File: config.mk
export PLATFORM = sky130hd
export DESIGN_NAME = uart_fifo_ctrl
export DESIGN_NICKNAME = d
export VERILOG_FILES = /design/src/rtl/uart_pkg.sv /design/src/rtl/uart_rr_arb2.sv /design/src/rtl/uart_fifo_ctrl.sv
export SDC_FILE = /design/constraint.sdc
export NUM_CORES = 1
export LEC_CHECK = 0
export BUFFER_PORTS_ARGS = -buffer_cell sky130_fd_sc_hd__buf_2
export CAP_MARGIN = 20
export CORE_UTILIZATION = 41
export DETAILED_ROUTE_END_ITERATION = 10
export PLACE_DENSITY = 0.75
export SYNTH_ARGS = -nofsm -noshare
export SYNTH_HDL_FRONTEND = slang
export SYNTH_SLANG_ARGS = --single-unit
File: constraint.sdc
create_clock -name clk -period 1.5 [get_ports clk]
set_clock_uncertainty 0.05 [all_clocks]
set_input_delay 0.3 -clock clk [delete_from_list [all_inputs] [get_ports clk]]
set_output_delay 0.3 -clock clk [all_outputs]
set_load 0.02 [all_outputs]
File: src/rtl/uart_pkg.sv
// Shared types for uart_fifo_ctrl: FSM state encodings and the default data width.
package uart_pkg;

  localparam int DATA_W_DEF = 8;

  typedef enum logic {
    WR_IDLE  = 1'b0,
    WR_PULSE = 1'b1
  } wr_state_e;

  typedef enum logic [1:0] {
    RD_IDLE = 2'd0,
    RD_POP  = 2'd1,
    RD_CAP  = 2'd2,
    RD_HOLD = 2'd3
  } rd_state_e;

endpackage

File: src/rtl/uart_rr_arb2.sv
// Two-way round-robin arbiter. Grant is combinational from the requests;
// priority flips to the other requester whenever upd_i reports a taken grant.
module uart_rr_arb2 (
  input  logic       clk,
  input  logic       rst,
  input  logic [1:0] req_i,
  input  logic       upd_i,
  output logic [1:0] gnt_o
);

  logic prio_b_q;  // 0: requester 0 (A) wins a tie, 1: requester 1 (B) wins

  // Lone requester always wins; a tie is broken by the priority flag.
  always_comb begin
    gnt_o = req_i;
    if (req_i == 2'b11) gnt_o = prio_b_q ? 2'b10 : 2'b01;
  end

  // After serving A, hand priority to B, and vice versa.
  always_ff @(posedge clk or posedge rst) begin
    if (rst)        prio_b_q <= 1'b0;
    else if (upd_i) prio_b_q <= gnt_o[0];
  end

endmodule

File: src/rtl/uart_fifo_ctrl.sv
// Two-requester write arbiter and single-consumer reader around a normal-mode
// FIFO. The write and read FSMs are independent.
// Optional: define UART_FIFO_CTRL_STATS_EN to add wr_count/rd_count counters.
module uart_fifo_ctrl
  import uart_pkg::*;
#(
  parameter int DATA_W = DATA_W_DEF
) (
  input  logic              clk,
  input  logic              rst,
  input  logic [DATA_W-1:0] a_data,
  input  logic              a_valid,
  output logic              a_ready,
  input  logic [DATA_W-1:0] b_data,
  input  logic              b_valid,
  output logic              b_ready,
  output logic [DATA_W-1:0] fifo_data,
  output logic              fifo_wrreq,
  input  logic              fifo_wrfull,
  output logic              fifo_rdreq,
  input  logic [DATA_W-1:0] fifo_q,
  input  logic              fifo_rdempty,
  output logic [DATA_W-1:0] out_data,
  output logic              out_valid,
  input  logic              out_ready
`ifdef UART_FIFO_CTRL_STATS_EN
  ,
  output logic [15:0]       wr_count,
  output logic [15:0]       rd_count
`endif
);

  wr_state_e         wr_state_q, wr_state_d;
  logic [DATA_W-1:0] fifo_data_q, fifo_data_d;
  logic              wrreq_q, wrreq_d;
  logic [1:0]        arb_req, gnt;
  logic              accept;

  rd_state_e         rd_state_q, rd_state_d;
  logic [DATA_W-1:0] out_data_q, out_data_d;
  logic              out_valid_q, out_valid_d;
  logic              rdreq_q, rdreq_d;

  // Requests reach the arbiter only when a write can be taken this cycle,
  // so a grant is the same thing as an accepted transfer.
  assign arb_req = (!rst && wr_state_q == WR_IDLE && !fifo_wrfull) ? {b_valid, a_valid} : 2'b00;
  assign accept  = |gnt;

  uart_rr_arb2 u_arb (
    .clk   (clk),
    .rst   (rst),
    .req_i (arb_req),
    .upd_i (accept),
    .gnt_o (gnt)
  );

  assign a_ready    = gnt[0];
  assign b_ready    = gnt[1];
  assign fifo_data  = fifo_data_q;
  assign fifo_wrreq = wrreq_q;
  assign fifo_rdreq = rdreq_q;
  assign out_data   = out_data_q;
  assign out_valid  = out_valid_q;

  // Write FSM next state: latch the winner's byte, then a one-cycle wrreq pulse.
  always_comb begin
    wr_state_d  = wr_state_q;
    fifo_data_d = fifo_data_q;
    wrreq_d     = 1'b0;
    case (wr_state_q)
      WR_IDLE: if (accept) begin
        wr_state_d  = WR_PULSE;
        wrreq_d     = 1'b1;
        fifo_data_d = gnt[1] ? b_data : a_data;
      end
      WR_PULSE: wr_state_d = WR_IDLE;
      default:  wr_state_d = WR_IDLE;
    endcase
  end

  // Write FSM registers.
  always_ff @(posedge clk or posedge rst) begin
    if (rst) begin
      wr_state_q  <= WR_IDLE;
      fifo_data_q <= '0;
      wrreq_q     <= 1'b0;
    end else begin
      wr_state_q  <= wr_state_d;
      fifo_data_q <= fifo_data_d;
      wrreq_q     <= wrreq_d;
    end
  end

  // Read FSM next state: pop, wait for q, capture, hold until the consumer takes it.
  always_comb begin
    rd_state_d  = rd_state_q;
    out_data_d  = out_data_q;
    out_valid_d = out_valid_q;
    rdreq_d     = 1'b0;
    case (rd_state_q)
      RD_IDLE: if (!fifo_rdempty) begin
        rd_state_d = RD_POP;
        rdreq_d    = 1'b1;
      end
      RD_POP: rd_state_d = RD_CAP;
      RD_CAP: begin
        out_data_d  = fifo_q;
        out_valid_d = 1'b1;
        rd_state_d  = RD_HOLD;
      end
      RD_HOLD: if (out_ready) begin
        out_valid_d = 1'b0;
        rd_state_d  = RD_IDLE;
      end
      default: rd_state_d = RD_IDLE;
    endcase
  end

  // Read FSM registers.
  always_ff @(posedge clk or posedge rst) begin
    if (rst) begin
      rd_state_q  <= RD_IDLE;
      out_data_q  <= '0;
      out_valid_q <= 1'b0;
      rdreq_q     <= 1'b0;
    end else begin
      rd_state_q  <= rd_state_d;
      out_data_q  <= out_data_d;
      out_valid_q <= out_valid_d;
      rdreq_q     <= rdreq_d;
    end
  end

`ifdef UART_FIFO_CTRL_STATS_EN
  logic [15:0] wr_cnt_q, rd_cnt_q;

  // Count FIFO write and pop cycles; wraps naturally at 16 bits.
  always_ff @(posedge clk or posedge rst) begin
    if (rst) begin
      wr_cnt_q <= '0;
      rd_cnt_q <= '0;
    end else begin
      wr_cnt_q <= wr_cnt_q + {15'd0, wrreq_q};
      rd_cnt_q <= rd_cnt_q + {15'd0, rdreq_q};
    end
  end

  assign wr_count = wr_cnt_q;
  assign rd_count = rd_cnt_q;
`else
  // Statistics counters compiled out.
`endif

endmodule

==> out/qor.csv <==
stage,metric,value,unit
power,p_leak,0.0007287,uW
timing,slew_viol_final,0,
floorplan,initial_core_util,44.25,%
timing,hold_viol_final,0,
logic_synthesis,yosysMostFrequentCell,dfrtp_1,
worst_setup_path,worst_path_max_delay_cell,dfrtp_2,
placement,port_buffers,51,
timing,setup_viol,10,
logic_synthesis,synthDominantCellAreaShare,49.33,%
worst_setup_path,slowest_delay,0.45,ns
floorplan,die_h,54.18,um
routing,drc_errors,0,
worst_setup_path,timing.critical_path.buf_inv,1,
cts,htree_levels,1,
logic_synthesis,syn-cell-area,1116,um^2
layout,final_nets,192,
logic_synthesis,synth_cell_types,27,
worst_setup_path,cp_top_family,simple AND/OR/NAND/NOR gates,
timing,holdWs,0.08394,ns
cts,cts_tree,built,
routing,drtIter0Drc,24,
power,ir_drop,1.184,mV
worst_setup_path,startpoint,wr_state_q$_DFF_PP0_,
timing,fin_crit_sh,115.5,%
power,powerDensity,1563,nW/um^2
worst_setup_path,crit_required,1.15,ns
logic_synthesis,ys_ff_latch,22,
grt,grt_usage,19.48,%
logic_synthesis,yosys_warnings,0,
timing,min_period,1.732,ns
cts,clk_pin_slew,0.13,ns
logic_synthesis,synth_common_cells,"dfrtp_1 (22), a21oi_1 (9), mux2_2 (9)",
logic_synthesis,synth_area_per_cell,11.51,um^2
layout,antenna-diode-count,0,
floorplan,fp.dieW,54.18,um
routing,first_pass_iters,6,
routing,num_vias,1021,
cts,clk_latency,0.31,ns
cts,cts-root-buf,clkbuf_4,
placement,place_ws,-0.07472,ns
worst_setup_path,path_max_fanout,3,
floorplan,die_area,2935,um^2
timing,worstMarginPinSlew,0.3694,ns
floorplan,coreArea,2522,um^2
grt,grt_pass1_vias,913,
logic_synthesis,synth_edf_count,0,
logic_synthesis,async_flop_share,100.0,%
cts,clockBufferDepth,2,
routing,vias_per_cell,5.489,
power,finalPower,2463,uW
layout,drive_above_1_share,59.62,%
cts,cts_buffers,3,
grt,grt_pass1_wl,3981,um
logic_synthesis,synthCells,97,
grt,overflow,0,
timing,finalSetupTns,-0.8606,ns
grt,grt_max_degree,23,
worst_setup_path,arrival,1.38,ns
floorplan,rows,18,
timing,fin_ws,-0.2319,ns
logic_synthesis,synth.area.top_cells,"dfrtp_1 (49%), mux2_2 (9.1%), o31ai_2 (9.0%), a31oi_1 (4.5%), ha_1 (4.5%)",
timing,rsz0062_at_grt,true,
logic_synthesis,synth_area_leader_cell,dfrtp_1,
hold_path,hp-class,in -> async,
placement,gp_congestion,0.8732,
routing,drtAntennaViolNets,0,
layout,num-fill-cells,209,
placement,hpwl,2014,um
logic_synthesis,synth_top_flop_cell,dfrtp_1,
worst_setup_path,r2r-start,wr_state_q$_DFF_PP0_,
logic_synthesis,syn_nets,132,
worst_setup_path,cp_cell_sequence,"or3_4, nor3_4, buf_6",
timing,fmax,577.4,MHz
worst_setup_path,end_kind,output port,
routing,wl_per_cell,13.85,um
grt,antenna_found_initial,0,
routing,drt-total-wl,2577,um
layout,area_growth,41.14,%
timing,slew_headroom,75.32,%
worst_setup_path,crit_type,reg -> out,
floorplan,io_pins,52,
run_status,violations,setup timing,
job,cap_viol_max_count,0,
cts,clock_sinks,22,
logic_synthesis,synth-seq-area-share,49.33,%
worst_setup_path,start_kind,register,
run_status,status,finished with violations,
==> sequential cells by signal, summed over array words and instances (netlist names) <==
signal	flops
fifo_data	8
fifo_rdreq	1
out_data	8
out_valid	1
rd_state_q	2
u_arb.prio_b_q	1
wr_state_q	1
==> timing repair <==
item                       4_1_cts  5_1_grt
setup buffers                    0        1
setup endpoints to repair       10       20
gates cloned                     0        0
resized for setup                6        5
pin swaps                        1        8
hold buffers                     0        0
==> per-layer routing <==
layer	GRT usage, %	up-vias	wire (um)
li1	-	478	-
met1	21.72	480	995
met4	4.274	0	16
met3	7.062	4	262
met2	34.96	59	1302
met5	0	-	0
==> per-stage QoR <==
stage                     instances  area, um^2  util (%)
after global routing            186        1575     62.45
after detailed placement        181        1471     58.33
final                           186        1575     62.45
after floorplan                  97        1144         -
after CTS                       185        1544     61.21
after global placement          181        1471     58.33
==> path summary, 6_finish.rpt <==
kind	slack, ns	cells after the start	endpoint
max	-0.23	3	b_ready
min	0.08	4	fifo_data[7]$_DFFE_PP0P_
max reg2reg	-0.10	5	fifo_data[2]$_DFFE_PP0P_
min reg2reg	0.47	1	out_data[6]$_DFFE_PP0P_
max in group asynchronous	1.09	4	wr_state_q$_DFF_PP0_
min in group clk	0.10	2	fifo_rdreq$_DFF_PP0_
==> power breakdown <==
| part | leakage (uW) | switching [uW] | internal [uW] |
|---|---|---|---|
| sequential | 0.000252 | 115 | 803 |
| clock | 0.0000279 | 190 | 270 |
| combinational | 0.000448 | 593 | 491 |
| total | 0.000729 | 898 | 1560 |
==> layout by cell type (no fill, tap or decap), types with 3 or more instances in the layout <==
cell type	instances
buf_2	49
dfrtp_1	21
buf_4	11
mux2_2	9
nand4_1	8
a21oi_1	8
a31oi_1	8
o31ai_2	7
inv_1	4
ha_1	3
clkbuf_4	3
==> cells by family (layout without fill, tap and decap cells) <==
logic type / count (synthesis) / in the layout / share of synthesized area (%)
fa+ha+maj: 4 / 4 / 4.484
flops: 22 / 22 / 49.33
buf+inv: 13 / 72 / 5.604
mux: 10 / 10 / 9.978
compound gates: 29 / 29 / 19.84
simple gates: 19 / 19 / 10.76
==> final cells by class <==
class                           instances  area [um^2]  area share (%)
Sequential cell                        22        551.8           35.03
Clock inverter                          1        30.03           1.906
Tap cell                               30        37.54           2.383
Multi-Input combinational cell         62        549.3           34.87
Inverter                                5        18.77           1.191
Timing Repair Buffer                   63        365.4           23.19
Clock buffer                            3        22.52           1.430
==> tightest hold or removal path: cells and delay by family <==
kind                   cells  cell delay [ns]
buffers and inverters      4             0.54
Power figures use the tool's default switching activity.
